--- src/rtl/montre_de1_sys_info_pkg.sv ---
// Shared constants and types for the system-info slave: register offsets,
// CTRL bit positions, data width, the decoded bus request and a byte-lane
// merge helper.
package montre_de1_sys_info_pkg;

  localparam int DATA_W = 32;
  localparam int ADDR_W = 3;
  localparam int BE_W   = DATA_W / 8;

  // Word offsets of the register map
  typedef enum logic [ADDR_W-1:0] {
    REG_ID        = 3'd0,
    REG_TIMESTAMP = 3'd1,
    REG_UPTIME_S  = 3'd2,
    REG_UPTIME_T  = 3'd3,
    REG_SCRATCH   = 3'd4,
    REG_CTRL      = 3'd5,
    REG_CLK_HZ    = 3'd6,
    REG_RSVD      = 3'd7
  } reg_addr_e;

  // CTRL bit indices
  localparam int CTRL_FREEZE   = 0;
  localparam int CTRL_IRQ_EN   = 1;
  localparam int CTRL_CLEAR    = 2;
  localparam int CTRL_IRQ_PEND = 3;

  // One decoded bus cycle as seen by the register file
  typedef struct packed {
    logic              rd;
    logic              wr;
    reg_addr_e         addr;
    logic [DATA_W-1:0] wdata;
    logic [BE_W-1:0]   be;
  } bus_req_t;

  // Replace only the byte lanes whose enable bit is set
  function automatic logic [DATA_W-1:0] merge_be(input logic [DATA_W-1:0] old_v,
                                                 input logic [DATA_W-1:0] new_v,
                                                 input logic [BE_W-1:0]   be);
    logic [DATA_W-1:0] r;
    r = old_v;
    for (int b = 0; b < BE_W; b++)
      if (be[b]) r[b*8 +: 8] = new_v[b*8 +: 8];
    return r;
  endfunction

endpackage

--- src/rtl/montre_de1_sys_info_timebase.sv ---
// Sub-second tick counter plus free-running seconds counter.
// tick runs 0..CLK_HZ-1; the wrap advances seconds and raises sec_pulse
// for that same cycle so the interrupt logic can set on the same edge.
module montre_de1_sys_info_timebase
  import montre_de1_sys_info_pkg::*;
#(
  parameter logic [31:0] CLK_HZ = 32'd50_000_000
) (
  input  logic              clock,
  input  logic              reset_n,
  input  logic              freeze,
  input  logic              clear,
  output logic [DATA_W-1:0] tick,
  output logic [DATA_W-1:0] seconds,
  output logic              sec_pulse
);

  localparam logic [DATA_W-1:0] TICK_MAX = CLK_HZ - 32'd1;

  logic at_max;

  // Rollover is suppressed by freeze, and clear beats it outright
  always_comb begin
    at_max    = (tick == TICK_MAX);
    sec_pulse = at_max && !freeze && !clear;
  end

  // Counter state: clear zeroes both counters on the next edge
  always_ff @(posedge clock) begin
    if (!reset_n) begin
      tick    <= '0;
      seconds <= '0;
    end else if (clear) begin
      tick    <= '0;
      seconds <= '0;
    end else if (!freeze) begin
      if (at_max) begin
        tick    <= '0;
        seconds <= seconds + 32'd1;
      end else begin
        tick    <= tick + 32'd1;
      end
    end
  end

endmodule

--- src/rtl/montre_de1_sys_info.sv ---
// Memory-mapped system information slave: identity words, uptime with a
// coherent seconds/tick snapshot, scratch register and a seconds interrupt.
// Reads return data exactly one cycle after acceptance.
module montre_de1_sys_info
  import montre_de1_sys_info_pkg::*;
#(
  parameter logic [31:0] SYS_ID      = 32'h6460_D4E9,
  parameter logic [31:0] TIMESTAMP   = 32'h0,
  parameter logic [31:0] CLK_HZ      = 32'd50_000_000,
  parameter logic        IRQ_DEFAULT = 1'b0
) (
  input  logic              clock,
  input  logic              reset_n,
  input  logic [ADDR_W-1:0] address,
  input  logic              chipselect,
  input  logic              read,
  input  logic              write,
  input  logic [DATA_W-1:0] writedata,
  input  logic [BE_W-1:0]   byteenable,
  output logic [DATA_W-1:0] readdata,
  output logic              readdatavalid,
  output logic              irq
);

  bus_req_t          req;
  logic [DATA_W-1:0] tick;
  logic [DATA_W-1:0] seconds;
  logic              sec_pulse;
  logic [DATA_W-1:0] uptime_t;
  logic [DATA_W-1:0] scratch;
  logic              freeze;
  logic              irq_en;
  logic              irq_pending;
  logic              wr_ctrl;
  logic              clear;
  logic [DATA_W-1:0] rd_mux;
  logic [DATA_W-1:0] ctrl_rd;

  // Bus decode: a read always wins, so a simultaneous write is dropped
  always_comb begin
    req.rd    = chipselect && read;
    req.wr    = chipselect && write && !read;
    req.addr  = reg_addr_e'(address);
    req.wdata = writedata;
    req.be    = byteenable;
  end

  // CTRL lives entirely in byte lane 0; clear is a write-only pulse
  always_comb begin
    wr_ctrl = req.wr && (req.addr == REG_CTRL) && req.be[0];
    clear   = wr_ctrl && req.wdata[CTRL_CLEAR];
  end

  montre_de1_sys_info_timebase #(
    .CLK_HZ (CLK_HZ)
  ) u_timebase (
    .clock     (clock),
    .reset_n   (reset_n),
    .freeze    (freeze),
    .clear     (clear),
    .tick      (tick),
    .seconds   (seconds),
    .sec_pulse (sec_pulse)
  );

  // CTRL read image: clear always reads back as 0
  always_comb begin
    ctrl_rd                = '0;
    ctrl_rd[CTRL_FREEZE]   = freeze;
    ctrl_rd[CTRL_IRQ_EN]   = irq_en;
    ctrl_rd[CTRL_IRQ_PEND] = irq_pending;
  end

  // Read data selection for the current address
  always_comb begin
    rd_mux = '0;
    unique case (req.addr)
      REG_ID:        rd_mux = SYS_ID;
      REG_TIMESTAMP: rd_mux = TIMESTAMP;
      REG_UPTIME_S:  rd_mux = seconds;
      REG_UPTIME_T:  rd_mux = uptime_t;
      REG_SCRATCH:   rd_mux = scratch;
      REG_CTRL:      rd_mux = ctrl_rd;
      REG_CLK_HZ:    rd_mux = CLK_HZ;
      REG_RSVD:      rd_mux = '0;
      default:       rd_mux = '0;
    endcase
  end

  // Read response register: data is zero whenever valid is low
  always_ff @(posedge clock) begin
    if (!reset_n) begin
      readdata      <= '0;
      readdatavalid <= 1'b0;
    end else begin
      readdatavalid <= req.rd;
      readdata      <= req.rd ? rd_mux : '0;
    end
  end

  // Tick snapshot taken in the same cycle UPTIME_S is read
  always_ff @(posedge clock) begin
    if (!reset_n)
      uptime_t <= '0;
    else if (req.rd && req.addr == REG_UPTIME_S)
      uptime_t <= tick;
  end

  // Scratch register with per-byte write enables
  always_ff @(posedge clock) begin
    if (!reset_n)
      scratch <= '0;
    else if (req.wr && req.addr == REG_SCRATCH)
      scratch <= merge_be(scratch, req.wdata, req.be);
  end

  // CTRL RW bits
  always_ff @(posedge clock) begin
    if (!reset_n) begin
      freeze <= 1'b0;
      irq_en <= IRQ_DEFAULT;
    end else if (wr_ctrl) begin
      freeze <= req.wdata[CTRL_FREEZE];
      irq_en <= req.wdata[CTRL_IRQ_EN];
    end
  end

  // Pending flag: a new seconds event beats a same-cycle W1C
  always_ff @(posedge clock) begin
    if (!reset_n)
      irq_pending <= 1'b0;
    else if (sec_pulse)
      irq_pending <= 1'b1;
    else if (wr_ctrl && req.wdata[CTRL_IRQ_PEND])
      irq_pending <= 1'b0;
  end

  assign irq = irq_pending && irq_en;

endmodule
--- config.mk ---
export PLATFORM = sky130hd
export DESIGN_NAME = montre_de1_sys_info
export DESIGN_NICKNAME = d
export VERILOG_FILES = /design/src/rtl/montre_de1_sys_info_pkg.sv /design/src/rtl/montre_de1_sys_info_timebase.sv /design/src/rtl/montre_de1_sys_info.sv
export SDC_FILE = /design/constraint.sdc
export NUM_CORES = 1
export LEC_CHECK = 0
export CAP_MARGIN = 20
export CORE_MARGIN = 10
export CORE_UTILIZATION = 61
export DETAILED_ROUTE_END_ITERATION = 12
export PLACE_DENSITY = 0.85
export SYNTH_ARGS = -nofsm -noshare
export SYNTH_HDL_FRONTEND = slang
export SYNTH_HIERARCHICAL = 1
export SYNTH_SLANG_ARGS = --single-unit
--- constraint.sdc ---
create_clock -name clock -period 6.1 [get_ports clock]
set_input_delay 1.22 -clock clock [delete_from_list [all_inputs] [get_ports clock]]
set_output_delay 1.22 -clock clock [all_outputs]
set_load 0.05 [all_outputs]
# == Yosys cells after proc, flatten, opt, wreduce, memory -nomap -nowiden ==
# Cells that the tools add are included.
# op_classes
n_reduce_logical,25
mux,4
eq_ne,8
n_addsub,2
bitwise,2
# op_table
operator,count
$pmux 32 s7,1
$add 32x1->32 const B,2
$eq 32x26->1 const B,1
$mux 32,1
$eq 3x3->1 const B,4
$logic_and 1x1->1,12
$reduce_and 2->1,6
$eq 3x2->1 const B,2
$reduce_or 2->1,2
$eq 3x1->1 const B,1
$logic_not 1->1,3
$logic_not 3->1,1
$mux 1,2
$not 1->1,2
$reduce_bool 2->1,1
# totals
wordCells,53
reg_bits,164
output_inout_bits,34
inputBits,44

# == Depth between registers and ports, before layout ==
# logic_depth
ltp_word,8
mapped_depth,8
ltp_nobuf,7

# == Hierarchy ==
# Netlist, hierarchy kept.
# by_module_without_submodules
mod,instances,seq_area_each_um2,area_each_um2,cells_each
montre_de1_sys_info,1,2001.9,4112.7,513
montre_de1_sys_info_timebase,1,1281.2,3050.4,366

# == Worst setup path before layout ==
# Ideal clock, no wire load.
# synth_timing
path_type,input to register
from,in address[2]
to,reg u_timebase.seconds[10]
required_ps,5972
path_slack_ps,3421
t_arrival_ps,2552
setup_time_ps,128
path_buffers,3
stages,8
path_cell_list,buf_6 nor2b_1 and4_1 and2_1 nand2b_1 clkbuf_2 clkbuf_1 nor2_1
# synth_between
elab_chain_cells,5
# synth_rtl
item,line_no,source
start: declaration,montre_de1_sys_info.sv:14,"input logic [ADDR_W-1:0] address,"
$eq 3x3->1,montre_de1_sys_info.sv:50,wr_ctrl = req.wr && (req.addr == REG_CTRL) && req.be[0];
$logic_and 1x1->1 (2 in a row),montre_de1_sys_info.sv:50,
$logic_and 1x1->1,montre_de1_sys_info.sv:51,clear = wr_ctrl && req.wdata[CTRL_CLEAR];
named net clear,montre_de1_sys_info.sv:35,logic clear;
$reduce_or 2->1 (no line),-,
end signal: assignment,montre_de1_sys_info_timebase.sv:39,seconds <= seconds + 32'd1;
end: declaration,montre_de1_sys_info_timebase.sv:14,"output logic [DATA_W-1:0] seconds,"
# The timed path passes the listed nets, and every way through them passes these cells.
# A chain may end at the register's enable or synchronous reset.

# == Worst setup path in the final report ==
# layout_timing
from,in address[2]
to,reg u_timebase.seconds[13]
# The elaborated chain is that of the path after synthesis.

==> results.json <==
{
  "chipHeight_um": 128,
  "synth-warning-count": 6,
  "cts_inserted_buffers": 17,
  "hold_viol_final": 0,
  "netlist_area_mm2": 0.00716,
  "peakVddDrop_mv": 0.276,
  "die_x_um": 128,
  "grt_antenna_before_repair": 0,
  "clock-sinks": 164,
  "antenna_diode_count": 0,
  "synthToLayoutAreaGrowth_pct": 18.7,
  "initial_core_util_pct": 62.5,
  "gp_congestion": 0.915,
  "synth-seq-cells": 164,
  "slew_headroom_pct": 25.1,
  "postRouteAntennaNets": 0,
  "synthTopCellsByCount": "sky130_fd_sc_hd__dfxtp_1 (164), sky130_fd_sc_hd__nand2_1 (148), sky130_fd_sc_hd__nor2_1 (88)",
  "avgSynthCellArea_um2": 8.15,
  "yosys.cell_types.count": 54,
  "routed_wire_length_mm": 19.3,
  "netlist_instances": 879,
  "synth_area_leader_cell": "sky130_fd_sc_hd__dfxtp_1",
  "grt_start_max_net_pins": 61,
  "vias_in_the_first_global_route": 5853,
  "final_cells": 1082,
  "setup.worst_path.end_class": "register",
  "path_max_fanout": 21,
  "buffer_ports.inserted": 77,
  "netlist.area_leader.share_pct": 45.8,
  "drtPass1Iterations": 7,
  "clk-insertion-delay-late_ns": 0.43,
  "detailedRoute.firstIterationViolations": 898,
  "cts_tree": "done",
  "yosysSeqAreaShare_pct": 45.8,
  "min_path_type": "reg -> reg",
  "setup_viol_count_final": 0,
  "holdWs_ns": 0.456,
  "finalMaxSlewViolations": 0,
  "dp.cells": 1048,
  "skew_ns": 0.00716,
  "floorplan.core_area_mm2": 0.0115,
  "synth_most_common_cell": "sky130_fd_sc_hd__dfxtp_1",
  "design.die.area_mm2": 0.0165,
  "critical_path_class": "in -> reg",
  "route.vias.total": 6434,
  "post_route_cells_drive_above_1_share_pct": 6.39,
  "synth_area_leaders": "sky130_fd_sc_hd__dfxtp_1 (46%), sky130_fd_sc_hd__nand2_1 (7.8%), sky130_fd_sc_hd__nor2_1 (4.6%), sky130_fd_sc_hd__xnor2_1 (4.4%), sky130_fd_sc_hd__a21oi_1 (4.3%)",
  "detailed_place_hpwl_mm": 13.2,
  "synth-async-reset-ratio_pct": 0,
  "grt_remaining_overflow": 0,
  "synth_edf_count": 0,
  "min_period_over_period_pct": 59.3,
  "route.detailed.drc": 0,
  "status": "completed",
  "setup_tns_ns": 0,
  "clkTransAtPathRegs_ns": 0.06,
  "critical_path.startpoint_type": "input port",
  "final_core_utilization_pct": 74.2,
  "mappedNetlistNets": 925,
  "ctsHoldBuffers": 0,
  "boundary_pins": 78,
  "worstMarginPinSlew_ns": 1.12,
  "power_density_mw_per_mm2": 265,
  "critical_path_required_ns": 6.40,
  "max_cap_viol_count": 0,
  "fin_crit_ns": 3.62,
  "post_cts_setup_bufs": 0,
  "row_count": 39,
  "setup_repair_after_global_routing_missed_its_margin": "no",
  "cts_root_buf": "sky130_fd_sc_hd__clkbuf_16",
  "leakagePower_nw": 2.78,
  "cp.arrival_ns": 3.92,
  "grt_pass1_wl_mm": 30.6,
  "layout.nets": 972,
  "fmax_ghz": 0.276,
  "cts_resized": 0,
  "clk_path_buf_depth": 2,
  "grt_util_all_layers_pct": 22.9,
  "setup_ws_ns": 2.48,
  "routed_via_density": 5.95,
  "synth-main-ff-cell": "sky130_fd_sc_hd__dfxtp_1",
  "cts_htree_levels": 4,
  "dp_slack_ns": 2.16,
  "avgRoutedWirePerCell_um": 17.8
}
flip-flops by register name, summed over array words and instances (netlist names):
register	count
freeze	1
uptime_t	32
u_timebase/tick	32
irq_pending	1
readdata	32
readdatavalid	1
scratch	32
irq_en	1
u_timebase/seconds	32
kinds of logic after synthesis:
group	count (synthesis)	synth area share, %
AOI/OAI and AO/OA	190	15.7
xor gates and xnor gates	41	5.01
adders and majority gates	2	0.349
and+or+nand+nor	395	26.1
buffers and inverters	73	5.01
DFF	164	45.8
muxes	14	1.97
layout by cell type (no fill, tap or decap), types with 3 or more instances in the layout:
cell type and count:
sky130_fd_sc_hd__o21ai_0 61, sky130_fd_sc_hd__or3_2 7, sky130_fd_sc_hd__clkdlybuf4s50_1 75, sky130_fd_sc_hd__clkbuf_16 17
sky130_fd_sc_hd__nand2b_1 3, sky130_fd_sc_hd__and2_1 3, sky130_fd_sc_hd__mux2i_1 13, sky130_fd_sc_hd__clkinvlp_4 4
sky130_fd_sc_hd__nor2b_1 4, sky130_fd_sc_hd__nand3_1 60, sky130_fd_sc_hd__buf_4 8, sky130_fd_sc_hd__o31ai_1 6
sky130_fd_sc_hd__dfxtp_1 164, sky130_fd_sc_hd__nor3_1 10, sky130_fd_sc_hd__clkbuf_1 4, sky130_fd_sc_hd__or4_1 9
sky130_fd_sc_hd__nor2_1 88, sky130_fd_sc_hd__and4_1 3, sky130_fd_sc_hd__a21oi_1 62, sky130_fd_sc_hd__xor2_1 5
sky130_fd_sc_hd__a21o_1 7, sky130_fd_sc_hd__clkbuf_8 3, sky130_fd_sc_hd__nand2_1 148, sky130_fd_sc_hd__nor4_1 17
sky130_fd_sc_hd__a21boi_1 30, sky130_fd_sc_hd__and4_2 3, sky130_fd_sc_hd__xnor2_1 36, sky130_fd_sc_hd__o21bai_1 13
sky130_fd_sc_hd__and3_1 5, sky130_fd_sc_hd__or3_1 7, sky130_fd_sc_hd__inv_1 13, sky130_fd_sc_hd__nand4_1 16
worst max-delay path: stages:
cell	delay (ns)
sky130_fd_sc_hd__clkdlybuf4s50_1	0.70
sky130_fd_sc_hd__nor2b_1	0.32
sky130_fd_sc_hd__and4_1	0.35
sky130_fd_sc_hd__and2_1	0.20
sky130_fd_sc_hd__nand2b_1	0.71
sky130_fd_sc_hd__buf_4	0.33
sky130_fd_sc_hd__a21oi_1	0.08
final timing paths:
path / from / end / slack, ns / depth (start not counted)
worst max-delay path: address[2] / u_timebase/seconds[13] / 2.48 / 7
worst min-delay path: uptime_t[9] / uptime_t[9] / 0.46 / 2
worst max register to register: u_timebase/tick[19] / u_timebase/tick[31] / 2.89 / 6
worst min register to register: uptime_t[9] / uptime_t[9] / 0.46 / 2
per-layer routing:
layer,global-route usage (%),vias up,wire (um)
met2,34.7,272,8680
met4,8.48,0,376
li1,-,3123,-
met1,29.8,3006,8440
met5,0,-,0
met3,7.68,33,1800
power by group:
part           switching (W)  internal (W)
Sequential        0.00000452       0.00108
Clock               0.000426      0.000634
Combinational      0.0000675     0.0000494
Total               0.000498       0.00176
layout make-up:
cell class | count | area, um2
fillers | 859 | 2960
repair buffers | 88 | 891
flip-flops and latches | 164 | 3280
well taps | 143 | 179
clock buffers | 24 | 482
clock inverters | 8 | 100
multi-input cells | 642 | 3520
inverters | 13 | 48.8
stage by stage:
step,area [um2],total power [W]
6_report,8500,0.00226
5_1_grt,8500,0.00232
4_1_cts,8460,0.00226
3_5_place_dp,7880,0.00122
3_3_place_gp,7850,0.00121
2_1_floorplan,7160,0.00117
Note: power is estimated with default switching activity, not from simulation.
